$ cat config.mk
export PLATFORM = sky130hd
export DESIGN_NAME = bmp_stream_writer
export DESIGN_NICKNAME = d
export VERILOG_FILES = /design/src/rtl/bmp_stream_writer.sv
export SDC_FILE = /design/constraint.sdc
export NUM_CORES = 1
export LEC_CHECK = 0
export ABC_AREA = 1
export ABC_CLOCK_PERIOD_IN_PS = 3600
export BUFFER_PORTS_ARGS = -buffer_cell sky130_fd_sc_hd__buf_2
export CAP_MARGIN = 30
export CORE_MARGIN = 2
export CORE_UTILIZATION = 25
export CTS_CLUSTER_DIAMETER = 100
export DETAILED_ROUTE_END_ITERATION = 12
export GPL_TIMING_DRIVEN = 0
export MAX_ROUTING_LAYER = met4
export PLACE_DENSITY = 0.36
export SYNTH_ARGS = -nofsm -noshare
export SYNTH_HDL_FRONTEND = slang
export SYNTH_SLANG_ARGS = --single-unit
$ cat constraint.sdc
create_clock -name clk_i -period 3.6 [get_ports clk_i]
set_clock_uncertainty 0.15 [all_clocks]
set_input_delay 0.72 -clock clk_i [delete_from_list [all_inputs] [get_ports clk_i]]
set_output_delay 0.72 -clock clk_i [all_outputs]
set_load 0.05 [all_outputs]
$ cat src/rtl/bmp_stream_writer.sv
// bmp_stream_writer: turns a stream of RGB888 pixels into the byte stream
// of a complete uncompressed 24-bpp BMP file (54-byte header + padded rows).
module bmp_stream_writer #(
  parameter int PIX_W = 24,
  parameter int DIM_W = 16
) (
  input  logic             clk_i,
  input  logic             rst_ni,
  input  logic             start_i,
  input  logic [DIM_W-1:0] img_width_i,
  input  logic [DIM_W-1:0] img_height_i,
  input  logic [PIX_W-1:0] pix_data_i,
  input  logic             pix_valid_i,
  output logic             pix_ready_o,
  output logic [7:0]       out_data_o,
  output logic             out_valid_o,
  input  logic             out_ready_i,
  output logic             busy_o,
  output logic             done_o
);

  typedef enum logic [2:0] {S_IDLE, S_HEADER, S_PIXEL, S_PAD, S_DONE} state_e;

  state_e             state_q, state_d;
  logic [5:0]         idx_q, idx_d;        // next header byte to load
  logic [DIM_W-1:0]   col_q, col_d;
  logic [DIM_W-1:0]   row_q, row_d;
  logic [1:0]         phase_q, phase_d;    // 0:B 1:G 2:R byte of current pixel
  logic [1:0]         padc_q, padc_d;
  logic [PIX_W-1:0]   pix_q, pix_d;
  logic [DIM_W-1:0]   w_q, w_d, h_q, h_d;
  logic [1:0]         pad_q, pad_d;
  logic [31:0]        img_size_q, img_size_d;
  logic [31:0]        file_size_q, file_size_d;
  logic [7:0]         obyte_q, obyte_d;
  logic               ovld_q, ovld_d;
  logic               busy_q, busy_d;
  logic               done_q, done_d;

  // Output slot can take a new byte when empty or being drained this cycle.
  logic free;
  assign free = !ovld_q || out_ready_i;

  // Derived sizes computed straight from the inputs at start.
  logic [31:0] row_bytes_c, img_size_c;
  assign row_bytes_c = 32'(img_width_i) * 32'd3 + 32'(img_width_i[1:0]);
  assign img_size_c  = row_bytes_c * 32'(img_height_i);

  // Header byte lookup: pick the little-endian field containing idx_q.
  logic [31:0] hdr_fld;
  logic [5:0]  hdr_base;
  logic [1:0]  hdr_sh;
  logic [7:0]  hdr_byte;
  always_comb begin
    hdr_fld  = 32'd0;
    hdr_base = idx_q;
    case (idx_q) inside
      [6'd0:6'd1]:   begin hdr_fld = 32'h0000_4D42;  hdr_base = 6'd0;  end
      [6'd2:6'd5]:   begin hdr_fld = file_size_q;    hdr_base = 6'd2;  end
      [6'd10:6'd13]: begin hdr_fld = 32'd54;         hdr_base = 6'd10; end
      [6'd14:6'd17]: begin hdr_fld = 32'd40;         hdr_base = 6'd14; end
      [6'd18:6'd21]: begin hdr_fld = 32'(w_q);       hdr_base = 6'd18; end
      [6'd22:6'd25]: begin hdr_fld = 32'(h_q);       hdr_base = 6'd22; end
      [6'd26:6'd27]: begin hdr_fld = 32'd1;          hdr_base = 6'd26; end
      [6'd28:6'd29]: begin hdr_fld = 32'd24;         hdr_base = 6'd28; end
      [6'd34:6'd37]: begin hdr_fld = img_size_q;     hdr_base = 6'd34; end
      [6'd38:6'd41]: begin hdr_fld = 32'd2835;       hdr_base = 6'd38; end
      [6'd42:6'd45]: begin hdr_fld = 32'd2835;       hdr_base = 6'd42; end
      default:       begin hdr_fld = 32'd0;          hdr_base = idx_q; end
    endcase
    hdr_sh   = 2'(idx_q - hdr_base);
    hdr_byte = 8'(hdr_fld >> {hdr_sh, 3'b000});
  end

  // Next-state and output-byte selection; a byte is loaded whenever the slot is free.
  always_comb begin
    state_d     = state_q;
    idx_d       = idx_q;
    col_d       = col_q;
    row_d       = row_q;
    phase_d     = phase_q;
    padc_d      = padc_q;
    pix_d       = pix_q;
    w_d         = w_q;
    h_d         = h_q;
    pad_d       = pad_q;
    img_size_d  = img_size_q;
    file_size_d = file_size_q;
    obyte_d     = obyte_q;
    ovld_d      = ovld_q;
    busy_d      = busy_q;
    done_d      = 1'b0;
    pix_ready_o = 1'b0;
    case (state_q)
      S_IDLE: if (start_i) begin
        w_d         = img_width_i;
        h_d         = img_height_i;
        pad_d       = img_width_i[1:0];
        img_size_d  = img_size_c;
        file_size_d = 32'd54 + img_size_c;
        col_d       = '0;
        row_d       = '0;
        phase_d     = 2'd0;
        padc_d      = 2'd0;
        idx_d       = 6'd1;
        obyte_d     = 8'h42;
        ovld_d      = 1'b1;
        busy_d      = 1'b1;
        state_d     = S_HEADER;
      end
      S_HEADER: if (free) begin
        obyte_d = hdr_byte;
        ovld_d  = 1'b1;
        idx_d   = idx_q + 6'd1;
        // Leave as soon as the last header byte is loaded so the first
        // pixel can be taken in the cycle that byte drains.
        if (idx_q == 6'd53)
          state_d = (w_q != '0 && h_q != '0) ? S_PIXEL : S_DONE;
      end
      S_PIXEL: if (free) begin
        case (phase_q)
          2'd0: begin
            pix_ready_o = 1'b1;
            if (pix_valid_i) begin
              pix_d   = pix_data_i;
              obyte_d = pix_data_i[7:0];
              ovld_d  = 1'b1;
              phase_d = 2'd1;
            end else begin
              ovld_d  = 1'b0;
            end
          end
          2'd1: begin
            obyte_d = pix_q[15:8];
            ovld_d  = 1'b1;
            phase_d = 2'd2;
          end
          default: begin
            obyte_d = pix_q[23:16];
            ovld_d  = 1'b1;
            phase_d = 2'd0;
            if (col_q == w_q - 1'b1) begin
              col_d = '0;
              if (pad_q != 2'd0) begin
                padc_d  = 2'd0;
                state_d = S_PAD;
              end else begin
                row_d = row_q + 1'b1;
                if (row_q == h_q - 1'b1) state_d = S_DONE;
              end
            end else begin
              col_d = col_q + 1'b1;
            end
          end
        endcase
      end
      S_PAD: if (free) begin
        obyte_d = 8'h00;
        ovld_d  = 1'b1;
        padc_d  = padc_q + 2'd1;
        if (padc_q == pad_q - 2'd1) begin
          padc_d  = 2'd0;
          row_d   = row_q + 1'b1;
          state_d = (row_q == h_q - 1'b1) ? S_DONE : S_PIXEL;
        end
      end
      S_DONE: if (free) begin
        // Final byte has drained: pulse done and release busy together.
        ovld_d  = 1'b0;
        busy_d  = 1'b0;
        done_d  = 1'b1;
        state_d = S_IDLE;
      end
      default: state_d = S_IDLE;
    endcase
  end

  // State and datapath registers with asynchronous clear.
  always_ff @(posedge clk_i or negedge rst_ni) begin
    if (!rst_ni) begin
      state_q     <= S_IDLE;
      idx_q       <= '0;
      col_q       <= '0;
      row_q       <= '0;
      phase_q     <= '0;
      padc_q      <= '0;
      pix_q       <= '0;
      w_q         <= '0;
      h_q         <= '0;
      pad_q       <= '0;
      img_size_q  <= '0;
      file_size_q <= '0;
      obyte_q     <= '0;
      ovld_q      <= 1'b0;
      busy_q      <= 1'b0;
      done_q      <= 1'b0;
    end else begin
      state_q     <= state_d;
      idx_q       <= idx_d;
      col_q       <= col_d;
      row_q       <= row_d;
      phase_q     <= phase_d;
      padc_q      <= padc_d;
      pix_q       <= pix_d;
      w_q         <= w_d;
      h_q         <= h_d;
      pad_q       <= pad_d;
      img_size_q  <= img_size_d;
      file_size_q <= file_size_d;
      obyte_q     <= obyte_d;
      ovld_q      <= ovld_d;
      busy_q      <= busy_d;
      done_q      <= done_d;
    end
  end

  assign out_data_o  = obyte_q;
  assign out_valid_o = ovld_q;
  assign busy_o      = busy_q;
  assign done_o      = done_q;

endmodule
==> out/qor.csv <==
stage;metric;value;unit
status;status;finished with violations;
status;failed_checks;setup timing;
route;viasPerCell;4.631;
flow_run;drv_cap;0;
synthesis;yosys_warnings;0;
clock_network;cts.reportedPaths.clkPinSlew;0.08;ns
floorplanning;core;0.08356;mm2
clock_network;cts.sinks;166;
worst_hold_path;hold_path_class;input port to asynchronous set/reset pin;
setup_path;crit_top_cell;buf_4;
timing;report.final.slew_viol_count;0;
synthesis;synth_top_family_by_area;simple AND/OR/NAND/NOR gates;
synthesis;yosysSeqAreaShare;19.72;%
place;dpl.hpwl;65990;um
synthesis;synth_mux_area_share;0.8554;%
route;num_vias;19940;
setup_path;r2r-end;out_data_o[7]$_DFFE_PN0P_;
final_layout;nets;3617;
synthesis;synthAdderAreaFrac;27.81;%
route;drc;0;
global_routing;grt_max_degree;87;
clock_network;cts_max_level;4;
global_routing;first_global_vias;21230;
floorplanning;dieWidth;294.3;um
route;drt-pass1-iter-count;5;
final_layout;seqCellArea;0.004155;mm2
setup_path;rrSetupSlack;0.21;ns
synthesis;syn_area;0.02106;mm2
place;io_buffers;67;
setup_path;crit-reg2reg-launch;idx_q[1]$_DFFE_PN0P_;
setup_path;path_max_fanout;5;
setup_path;worstSetupStartpointType;input port;
global_routing;grt_first_pass_wirelength;127800;um
place;gp_congestion;0.8613;
setup_path;cp.arrival;7.92;ns
synthesis;synthTopCellsByArea;dfrtp_1, fa_1, nand2_1;
synthesis;avgSynthCellArea;7.186;um2
synthesis;synth_seq_cells;166;
synthesis;synth_top_area_cell;dfrtp_1;
clock_network;numCtsBuffers;17;
synthesis;synth_xor_area_share;3.511;%
synthesis;synth_ff_type;dfrtp_1;
synthesis;synth_edf_count;0;
setup_path;path_class;input port to flip-flop;
clock_network;holdBufCountCts;0;
floorplanning;fp-row-count;106;
setup_path;crit_slowest_cell;fa_2;
global_routing;antenna_found_initial;1;
synthesis;ys_types;60;
timing;hold_viol_final;0;
route;top_layer;met4;
setup_path;endpoint_kind;flip-flop;
timing;layout_setup_ws;-4.106;ns
global_routing;globalRouteTotalUtil;20.02;%
clock_network;cts_tree;done;
route;wl_met1;36090;um
synthesis;synth_compound_area_share;8.126;%
timing;finalSetupViolCount;54;
clock_network;clockBufferDepth;2;
floorplanning;die-height;294.3;um
synthesis;async_reset_ff_share;100.0;%
route;wl;81420;um
floorplanning;die_area;0.08659;mm2
timing;fin_crit_sh;214.1;%
final_layout;syn2layout_area_growth;34.11;%
clock_network;clk_latency;0.48;ns
synthesis;syn_inst;2931;
synthesis;synth_nets;3336;
synthesis;synth.most_common_cell;nand2_1;
floorplanning;start_util;25.21;%
synthesis;synth_top_area_share;19.72;%
timing;period_needed;7.706;ns
timing;rsz0062_at_grt;yes;
final_layout;drive_above_1_share;29.75;%
timing;fmax;129.8;MHz
setup_path;required;3.82;ns
timing;fin_hold_ws;0.07404;ns
synthesis;synthTopCellsByCount;nand2_1, inv_1, nor2_1;
route;avgRoutedWirePerCell;18.91;um
route;drtIter0Drc;1034;
synthesis;synth-simple-area-share;28.91;%
route;met3WireLength;2351;um
timing;worst_slew_pin_slew;1.091;ns
timing;maxSlewHeadroom;27.27;%
route;ant_nets;0;
setup_path;r2r.worst_path.cells;15;
global_routing;grt_overflow;0;
setup_path;cpPeakStageDelay;0.57;ns
route;wl_met2;41260;um
final_layout;fillers;8991;
final_layout;multi_input_comb_area;0.01730;mm2
floorplanning;io_pins;73;
clock_network;cts_root_buffer;clkbuf_16;
[sequential cells by signal, summed over array words and instances, names as in the netlist]
name         flops
file_size_q     31
img_size_q      31
col_q           16
h_q             16
pix_q           16
row_q           16
w_q             16
out_data_o       8
idx_q            6
state_q          3
padc_q           2
phase_q          2
busy_o           1
done_o           1
out_valid_o      1
[final cells by class]
| type | count | share of cell area, % |
|---|---|---|
| Buffer | 70 | 1.391 |
| Timing Repair inverter | 1 | 0.02215 |
| Antenna cell | 1 | 0.008859 |
| Inverter | 537 | 7.574 |
| Tap cell | 1080 | 4.784 |
| Timing Repair Buffer | 261 | 8.230 |
| Clock inverter | 11 | 0.4917 |
| Clock buffer | 20 | 1.546 |
| Sequential cell | 166 | 14.71 |
| Multi-Input combinational cell | 2158 | 61.24 |
[worst max-delay path: cells and delay by family]
| kind | cells | cell delay (ns) |
|---|---|---|
| simple gates | 14 | 1.37 |
| fa+ha+maj | 9 | 3.82 |
| buf+inv | 15 | 1.41 |
| compound gates | 4 | 0.60 |
[how the worst max path moves through the flow]
stage	start	depth (start not counted)	end
floorplan	img_width_i[3]	43	file_size_q[28]$_DFFE_PN0P_
global placement	img_width_i[3]	33	file_size_q[29]$_DFFE_PN0P_
detailed placement	img_width_i[9]	35	file_size_q[29]$_DFFE_PN0P_
CTS	img_width_i[6]	38	file_size_q[27]$_DFFE_PN0P_
global route	img_width_i[9]	38	file_size_q[29]$_DFFE_PN0P_
finish	img_width_i[3]	42	file_size_q[19]$_DFFE_PN0P_
[cell usage in the layout (no fill, tap or decap), types with 52 or more instances in the layout]
cell | synthesis | routed
o21ai_0 | 112 | 82
nand2_2 | 29 | 124
fa_1 | 207 | 192
xor2_1 | 61 | 52
buf_4 | 2 | 133
nand2_1 | 821 | 651
dfrtp_1 | 166 | 165
buf_2 | 6 | 61
inv_1 | 495 | 413
clkbuf_1 | 56 | 53
ha_1 | 137 | 78
nand2_4 | 2 | 71
inv_2 | 28 | 90
a21oi_1 | 86 | 61
nand3_1 | 150 | 123
nor2_1 | 283 | 209
ha_4 | 0 | 52
nor2_4 | 10 | 62
[metrics by stage]
step | TNS (ns) | instance area [um2] | worst slack, ns | std cells | util (%)
global route | -190.08 | 28240 | -4.397 | 4304 | 33.80
detailed placement | -245.90 | 23800 | -5.419 | 4082 | 28.48
CTS | -174.94 | 26900 | -4.123 | 4244 | 32.20
floorplan | -162.74 | 22040 | -3.721 | 2931 | -
global placement | -474.24 | 23730 | -5.652 | 4078 | 28.40
finish | -176.60 | 28250 | -4.106 | 4305 | 33.81
[cells by family after synthesis]
group                    after synthesis
AND/OR/NAND/NOR                     1426
buffers and inverters                607
adder cells (fa/ha/maj)              344
AO/OA/AOI/OAI                        290
flip-flops                           166
XOR/XNOR                              82
multiplexers                          16
[timing repair]
item | CTS | global route
endpoints found under the setup margin | 64 | 63
cloned | 1 | 0
resized for setup | 369 | 229
hold endpoints to repair | 0 | 0
pin swaps | 189 | 171
buffers inserted | 130 | 59
[metal layers]
layer / vias up / GRT usage, %
met1: 9915 / 25.02
met2: 309 / 35.12
li1: 9636 / -
met4: 0 / 4.430
met3: 75 / 1.674
met5: - / -
Power is not shown: default switching activity piles up to over one toggle a cycle in this logic, so the estimate is an artifact.
